--- config.mk ---
export PLATFORM = sky130hd
export DESIGN_NAME = seg_scan_ctrl
export DESIGN_NICKNAME = d
export VERILOG_FILES = /design/src/rtl/seg_scan_ctrl.sv
export SDC_FILE = /design/constraint.sdc
export NUM_CORES = 1
export LEC_CHECK = 0
export ABC_CLOCK_PERIOD_IN_PS = 1900
export BUFFER_PORTS_ARGS = -buffer_cell sky130_fd_sc_hd__buf_2
export CORE_ASPECT_RATIO = 0.75
export CORE_MARGIN = 3
export CORE_UTILIZATION = 51
export CTS_CLUSTER_DIAMETER = 120
export CTS_CLUSTER_SIZE = 12
export DETAILED_ROUTE_END_ITERATION = 8
export GPL_ROUTABILITY_DRIVEN = 1
export GPL_TIMING_DRIVEN = 0
export PLACE_DENSITY = 0.76
export RECOVER_POWER = 100
export SETUP_SLACK_MARGIN = 0.1
export SLEW_MARGIN = 15
export SYNTH_ARGS = -nofsm -noshare
export SYNTH_HDL_FRONTEND = slang
export SYNTH_SLANG_ARGS = --single-unit
--- constraint.sdc ---
create_clock -name clk -period 1.9 [get_ports clk]
set_input_delay 0.19 -clock clk [delete_from_list [all_inputs] [get_ports clk]]
set_output_delay 0.19 -clock clk [all_outputs]
set_load 0.005 [all_outputs]
--- src/rtl/seg_scan_ctrl.sv ---
// seg_scan_ctrl: multiplexed seven-segment scan controller.
// Snapshots BCD digits once per frame, then drives one digit position per slot.
// A blank gap at the start of each slot prevents ghosting between positions.
// Leading zeros can be suppressed, and BCD is decoded to segment patterns.
// Ports:
//   clk, reset_n            clock and async active-low reset
//   digits_in[4*NUM_DIG]    BCD digits, [3:0] = digit 0 (least significant)
//   dp_in[NUM_DIG]          decimal point request per digit
//   blank_en                suppress leading zeros
//   freeze                  hold the snapshot (display hold)
//   dim[3] (option)         brightness reduction, 0 = full
//   seg_out[8]              {dp,g,f,e,d,c,b,a} at pin polarity
//   dig_sel[NUM_DIG]        one-hot digit enable at pin polarity
//   scan_tick, frame_done   end-of-slot / end-of-frame pulses
// Optional macro SEG_SCAN_DIM_EN adds the dim input and PWM dimming.
module seg_scan_ctrl #(
    parameter int NUM_DIG    = 6,
    parameter int SCAN_DIV   = 50000,
    parameter int BLANK_CYC  = 500,
    parameter int ACTIVE_LOW = 1
) (
    input  logic                 clk,
    input  logic                 reset_n,
    input  logic [4*NUM_DIG-1:0] digits_in,
    input  logic [NUM_DIG-1:0]   dp_in,
    input  logic                 blank_en,
    input  logic                 freeze,
`ifdef SEG_SCAN_DIM_EN
    input  logic [2:0]           dim,
`endif
    output logic [7:0]           seg_out,
    output logic [NUM_DIG-1:0]   dig_sel,
    output logic                 scan_tick,
    output logic                 frame_done
);

    // At least 3 bits so the dimming phase can be taken from the counter.
    localparam int CW = ($clog2(SCAN_DIV) < 3) ? 3 : $clog2(SCAN_DIV);
    localparam int IW = $clog2(NUM_DIG);

    localparam logic [CW-1:0] CNT_MAX = CW'(SCAN_DIV - 1);
    localparam logic [CW-1:0] BLK     = CW'(BLANK_CYC);
    localparam logic [IW-1:0] IDX_MAX = IW'(NUM_DIG - 1);

    // XOR masks: inactive pin level, also used to flip polarity.
    localparam logic [7:0] SEG_OFF =
        (ACTIVE_LOW != 0) ? 8'hFF : 8'h00;
    localparam logic [NUM_DIG-1:0] DIG_OFF =
        (ACTIVE_LOW != 0) ? {NUM_DIG{1'b1}} : {NUM_DIG{1'b0}};

    logic [CW-1:0]             cnt_q, cnt_d;
    logic [IW-1:0]             idx_q, idx_d;
    logic [NUM_DIG-1:0][3:0]   sh_q, sh_d;
    logic [NUM_DIG-1:0]        dp_q, dp_d;
    logic [7:0]                seg_q, seg_d;
    logic [NUM_DIG-1:0]        dig_q, dig_d;

    logic                      tick;
    logic                      fdone;
    logic                      drive;
    logic                      dig_en;
    logic                      allz;
    logic [NUM_DIG-1:0]        lz;
    logic [6:0]                abcdefg;

    function automatic logic [6:0] dec7(input logic [3:0] b);
        logic [6:0] s;
        case (b)
            4'd0:    s = 7'h3F;
            4'd1:    s = 7'h06;
            4'd2:    s = 7'h5B;
            4'd3:    s = 7'h4F;
            4'd4:    s = 7'h66;
            4'd5:    s = 7'h6D;
            4'd6:    s = 7'h7D;
            4'd7:    s = 7'h07;
            4'd8:    s = 7'h7F;
            4'd9:    s = 7'h6F;
            default: s = 7'h40;
        endcase
        return s;
    endfunction

    assign tick  = (cnt_q == CNT_MAX);
    assign fdone = tick && (idx_q == IDX_MAX);
    assign drive = (cnt_q >= BLK);

`ifdef SEG_SCAN_DIM_EN
    logic [2:0] ph3;
    assign ph3    = 3'(cnt_q - BLK);
    assign dig_en = drive && ({1'b0, ph3} < (4'd8 - {1'b0, dim}));
`else
    assign dig_en = drive;
`endif

    always_comb begin
        cnt_d   = tick ? '0 : cnt_q + 1'b1;
        idx_d   = idx_q;
        sh_d    = sh_q;
        dp_d    = dp_q;
        allz    = 1'b1;
        lz      = '0;
        abcdefg = 7'h00;

        if (tick) begin
            idx_d = (idx_q == IDX_MAX) ? '0 : idx_q + 1'b1;
        end
        // Single load point keeps rippling counters from tearing the frame.
        if (fdone && !freeze) begin
            sh_d = digits_in;
            dp_d = dp_in;
        end

        // A digit is a leading zero when it and all digits above are zero.
        for (int k = NUM_DIG - 1; k >= 0; k--) begin
            allz  = allz & (sh_q[k] == 4'd0);
            lz[k] = allz && (k != 0) && blank_en;
        end

        abcdefg = lz[idx_q] ? 7'h00 : dec7(sh_q[idx_q]);

        seg_d = drive ? ({dp_q[idx_q], abcdefg} ^ SEG_OFF) : SEG_OFF;
        dig_d = (dig_en ? (NUM_DIG'(1) << idx_q) : '0) ^ DIG_OFF;
    end

    always_ff @(posedge clk or negedge reset_n) begin
        if (!reset_n) begin
            cnt_q <= '0;
            idx_q <= '0;
            sh_q  <= '0;
            dp_q  <= '0;
            seg_q <= SEG_OFF;
            dig_q <= DIG_OFF;
        end else begin
            cnt_q <= cnt_d;
            idx_q <= idx_d;
            sh_q  <= sh_d;
            dp_q  <= dp_d;
            seg_q <= seg_d;
            dig_q <= dig_d;
        end
    end

    assign seg_out    = seg_q;
    assign dig_sel    = dig_q;
    assign scan_tick  = tick;
    assign frame_done = fdone;

endmodule
=== Word level (Yosys, flattened, before mapping) ===
Memories as Yosys holds them, arrays and structs flattened.
Index checks and enable logic that the tools add are counted.

* Add/subtract/negate cells: 2
* Magnitude comparators: 2
* Equality and inequality tests: 2
* Shift operators: 1
* Muxes and demuxes: 11
* Bitwise operators: 6
* Reduce and logical (&&, ||, !) cells: 13

{| class="wikitable"
|+ Operators with widths
! cell !! number
|-
| $logic_not 4->1 || 5
|-
| $add 16x1->16 const B || 1
|-
| $eq 16x16->1 const B || 1
|-
| $ge 16x9->1 const B || 1
|-
| $mux 16 || 1
|-
| $bmux 4 s3 || 1
|-
| $mux 8 || 1
|-
| $not 8->8 || 1
|-
| $logic_and 1x1->1 || 7
|-
| $mux 7 || 1
|-
| $bmux 1 s3 || 2
|-
| $mux 6 || 1
|-
| $not 6->6 || 1
|-
| $shl 1x3->6 const A || 1
|-
| $and 1x1->1 || 4
|-
| $lt 3x4->1 const B || 1
|-
| $mux 4 || 1
|-
| $add 3x1->3 const B || 1
|-
| $eq 3x3->1 const B || 1
|-
| $mux 3 || 1
|-
| $mux 1 || 2
|-
| $logic_not 1->1 || 1
|}

* Register bits: 63
* Bits in read-only memories: 112
* Input bits: 34
* Output and inout bits: 16
* Word-level logic and storage cells: 49
* Memories: 1

{| class="wikitable"
|+ Memory list
! memory !! words !! width !! rd ports !! clocked after Yosys merged registers in !! wr ports !! RTL line !! RTL
|-
| (no name shown) || 16 || 7 || 1 || 0 || 0 || 68 || <nowiki>case (b)</nowiki>
|}

=== Depth between registers and ports, before layout ===
* Depth after elaboration: 11
* Gate-level depth with buffers: 11
* Gate-level depth less buffers: 9

=== Least setup slack after synthesis ===
Ideal clock, no wire load.

* Kind: register -> register
* Start point: register idx_q[1]
* End point: register seg_q[3] (netlist: seg_out[3])
* Library setup time: 79 ps
* Data arrival time: 2074 ps
* Data required time: 1821 ps
* Path slack: -252 ps
* Stages on the path, launching flop included: 10
* Path buffers: 3
* Period minus slack after synthesis: 2152 ps
* Cells stage by stage: dfrtp_1 > buf_2 > buf_2 > buf_1 > nor3_1 > a211o_1 > a21boi_0 > ha_1 > o211a_1 > o21ai_0

* Longest elaborated chain between the ends: 6
* Elaborated cells between the ends (all ways): 8
* Those cells by class: 6 x mux; 1 x bitwise; 1 x memory

{| class="wikitable"
|+ Ends and longest elaborated chain
! what !! RTL line !! RTL
|-
| from (decl) || 52 || <nowiki>logic [IW-1:0] idx_q, idx_d;</nowiki>
|-
| from (signal assigned) || 136 || <nowiki>idx_q <= idx_d;</nowiki>
|-
| $bmux 4 s3 || 120 || <nowiki>abcdefg = lz[idx_q] ? 7'h00 : dec7(sh_q[idx_q]);</nowiki>
|-
| $mux 4 (not written as such) || 120 ||
|-
| $mem_v2 16x7 || -- ||
|-
| $mux 7 (*) || 120 ||
|-
| $not 8->8 (no line) (*) || -- ||
|-
| $mux 8 (*) || 122 || <nowiki>seg_d = drive ? ({dp_q[idx_q], abcdefg} ^ SEG_OFF) : SEG_OFF;</nowiki>
|-
| named net seg_d[3] || 55 || <nowiki>logic [7:0] seg_q, seg_d;</nowiki>
|-
| to (signal assigned) || 139 || <nowiki>seg_q <= seg_d;</nowiki>
|-
| to (decl) || 55 ||
|}

The timed path passes the listed nets; every way through them passes the cells marked *. The select of a mux whose other input is x is not followed.
A chain may end at the register's enable or synchronous reset.

=== Worst setup path after layout ===
* Start point: register cnt_q[11]
* End point: register sh_q[2] (netlist name)

* Longest elaborated chain between the ends: 3

{| class="wikitable"
|+ Ends and longest elaborated chain
! what !! RTL line !! RTL
|-
| from (decl) || 51 || <nowiki>logic [CW-1:0] cnt_q, cnt_d;</nowiki>
|-
| from (signal assigned) || 135 || <nowiki>cnt_q <= cnt_d;</nowiki>
|-
| $eq 16x16->1 || 84 || <nowiki>assign tick = (cnt_q == CNT_MAX);</nowiki>
|-
| $logic_and 1x1->1 || 85 || <nowiki>assign fdone = tick && (idx_q == IDX_MAX);</nowiki>
|-
| $logic_and 1x1->1 || 109 || <nowiki>if (fdone && !freeze) begin</nowiki>
|-
| to (signal assigned) || 130 || <nowiki>sh_q <= '0;</nowiki>
|-
| to (signal assigned) || 137 || <nowiki>sh_q <= sh_d;</nowiki>
|-
| to (decl) || 53 || <nowiki>logic [NUM_DIG-1:0][3:0] sh_q, sh_d;</nowiki>
|}

No other way between the ends.

==> summary.md <==
| Metric | Value |
|---|---|
| Outcome | `finished, violations left` |
| Failing checks | `negative setup slack` |
| Final clock skew | `0.009661 ns` |
| Clock sink count | `63` |
| Starting Density | `54.60%` |
| Initial antenna violation count | `0` |
| H-tree levels | `3` |
| Worst setup margin | `-0.1590 ns` |
| Maximum buffer depth of the clock tree | `2` |
| Final nets | `399` |
| I/O pins | `50` |
| Max_slew headroom | `under 10%` |
| Total Wirelength | `between 7 and 8 mm` |
| Largest net degree at the start of global routing | `64` |
| First-pass GRT wire length | `11.81 mm` |
| DRC violations left | `0` |
| Clock transition at path regs | `0.07 ns` |
| GRT Total Usage | `about a fifth` |
| Num rows | `24` |
| Net Count, Synth | `between 300 and 400` |
| Final worst path period share | `108.4%` |
| Tightest Hold Check Type | `input port to register` |
| Crit path DAT | `2.28 ns` |
| Power Density | `573.1 nW/um^2` |
| Final setup violation count | `36` |
| Asr flop ratio synth | `100.0%` |
| # port buffers | `49` |
| First-pass detailed-route iteration total | `4` |
| Count of pins over their slew limit | `0` |
| CTS tree | `built` |
| DR WL/cell | `17.13 microns` |
| Placer Congestion | `0.8289` |
| IR drop worst, VDD | `0.3666 mV` |
| Syn-to-layout area delta | `31.21%` |
| Die area | `between 7000 and 8000 sq um` |
| CP max FO | `10` |
| Post-route ant nets | `0` |
| CP Launch Type | `register` |
| Most frequent cells in the layout | `dfrtp_1 (49), buf_2 (41), mux2_4 (32)` |
| Leakage | `0.001916 uW` |
| Seq/Total Area, Yosys | `48.61%` |
| Final core area utilization | `between 70% and 80%` |
| Total power | `2466 uW` |
| Dpl hpwl | `4.878 mm` |
| Global-route track usage on met3 | `5.124%` |
| Vias in the first global route | `between 2k and 2.5k` |
| Critical path endpoint category | `register` |
| Core footprint | `about 6000 sq um` |
| Avg Cell Area, Syn | `12.15 sq um` |
| M1 GR Usage | `approximately 28%` |
| Fillers | `404` |
| Top Usage Layer GRT | `met2` |
| Max Cap Violations | `0` |
| Setup slack, reg-to-reg | `-0.16 ns` |
| Total CTS buffers | `9` |
| Diodes inserted | `0` |
| Final hold violation count | `0` |
| Synth Register Bits | `63` |
| Peak Freq | `0.4857 GHz` |
| Yosys Warn Count | `0` |
| Layout cells sized above 1 | `~51%` |
| RSZ-0062 raised after global routing | `true` |
| Via count | `2478` |
| Minimum clock period | `about 2.1 ns` |
| DR iter-0 viols | `roughly 150` |
| Post-synth top flop | `dfrtp_1` |
| Syn Inst Count | `270` |
| Chip width | `98.60 microns` |
| Post-synthesis cell type count | `52` |
| Met2 global-route usage | `33.33%` |
| CTS Root Cell | `clkbuf_8` |
| Critical Path RT | `between 2 and 2.5 ns` |
| Vias per inst | `5.632` |
| Number of synthesized flops with an enable pin | `0` |
| Synthesized area | `3279 sq um` |
| GR Overflow Total | `0` |
| Most common cell after layout, fill and taps aside | `dfrtp_1` |
| Worst-Skew Late Latency | `0.34 ns` |
| Worst Max-Slew Pin Slew | `1.479 ns` |
| Crit Path Class | `register to register` |
| DIE HEIGHT | `75.45 microns` |
[critical path, stage by stage, from the launching register on]
cell,delay [ns]
dfrtp_1,0.41
nor4_4,0.32
and4_1,0.24
buf_6,0.11
and3_4,0.18
and2b_4,0.21
buf_12,0.16
mux2_4,0.30
[stage by stage]
step	setup WS, ns	setup TNS [ns]	hold WS, ns	area, sq um	instances
after floorplan	-0.07420	-2.244	-0.1056	3339	270
after global placement	-0.2136	-7.047	0.4203	3682	397
after detailed placement	-0.2307	-7.724	0.3146	3685	397
after CTS	-0.1826	-5.394	0.06835	4144	430
after global routing	-0.2672	-11.26	0.06353	4303	440
final	-0.1590	-4.856	0.07914	4303	440
[power by group]
group	internal, uW	switching [uW]	total, uW
combinational	26.8	35.5	62.3
sequential	1340	0	1340
clock	576	485	1060
total	1950	520	2470
[synth_stat cells, drive strengths merged (2+ instances only)]
master | instances | area share [%]
and2 | 2 | 0.38
a22o | 2 | 0.53
nor2b | 5 | 0.95
nor3 | 6 | 0.92
and3 | 5 | 1.1
dfrtp | 49 | 37
nor4 | 6 | 1.3
a21oi | 5 | 0.76
xor2 | 6 | 1.6
nand3 | 8 | 1.2
clkbuf | 4 | 0.46
and4 | 3 | 0.80
nor3b | 4 | 0.92
mux4 | 2 | 1.4
o21ai | 12 | 1.8
nand4 | 2 | 0.38
nor2 | 17 | 1.9
o211ai | 3 | 0.69
xnor2 | 8 | 2.1
mux2 | 35 | 15
nand2b | 4 | 0.76
dfstp | 14 | 11
buf | 10 | 3.1
inv | 9 | 1.0
mux2i | 6 | 1.8
o2111ai | 2 | 0.53
nand2 | 17 | 1.9
ha | 8 | 3.1
[logic make-up (layout without fill, tap and decap cells)]
family | count (synthesis) | count (layout) | synth area share [%]
AO/OA/AOI/OAI | 36 | 36 | 7.669
XOR/XNOR | 14 | 14 | 3.739
adder cells (fa/ha/maj) | 8 | 8 | 3.052
buffers and inverters | 23 | 115 | 4.616
flip-flops | 63 | 63 | 48.61
multiplexers | 43 | 43 | 18.66
AND/OR/NAND/NOR | 83 | 83 | 13.66
[routing by layer]
metal	up-vias	wire length (microns)
li1	1141	-
met1	1245	3596
met2	85	3414
met3	7	469
met4	0	59
met5	-	0
[final timing paths]
| kind | from | endpoint | depth (start not counted) |
|---|---|---|---|
| setup / recovery | cnt_q[11]$_DFF_PN0_ | sh_q[2]$_DFFE_PN0P_ | 7 |
| hold / removal | digits_in[7] | sh_q[7]$_DFFE_PN0P_ | 2 |
| setup reg to reg | cnt_q[11]$_DFF_PN0_ | sh_q[2]$_DFFE_PN0P_ | 7 |
| hold reg to reg | cnt_q[0]$_DFF_PN0_ | cnt_q[0]$_DFF_PN0_ | 1 |
| max in group asynchronous | reset_n | sh_q[1]$_DFFE_PN0P_ | 2 |
| min in group asynchronous | reset_n | cnt_q[5]$_DFF_PN0_ | 2 |
[registers in the layout, summed over array words and instances, names as in the netlist]
register,count
sh_q,24
cnt_q,16
seg_out,8
dig_sel,6
dp_q,6
idx_q,3
[what timing repair did]
item	in CTS	in global routing
hold buffers	1	0
gates resized for setup	36	22
buffers inserted	16	11
endpoints found under the hold margin	49	0
endpoints found under the setup margin	39	40
pin swaps	13	9
[area by class of cell]
class | instances | area [sq um] | share of cell area, %
buffer | 14 | 203.9 | 4.740
clock buffer | 13 | 168.9 | 3.926
clock inverter | 3 | 17.52 | 0.4071
inverter | 9 | 36.28 | 0.8433
multi-input combinational | 184 | 1724 | 40.07
sequential | 63 | 1594 | 37.05
tap | 78 | 97.59 | 2.268
timing repair buffer | 76 | 460.4 | 10.70
(Power assumes the default switching activity.)
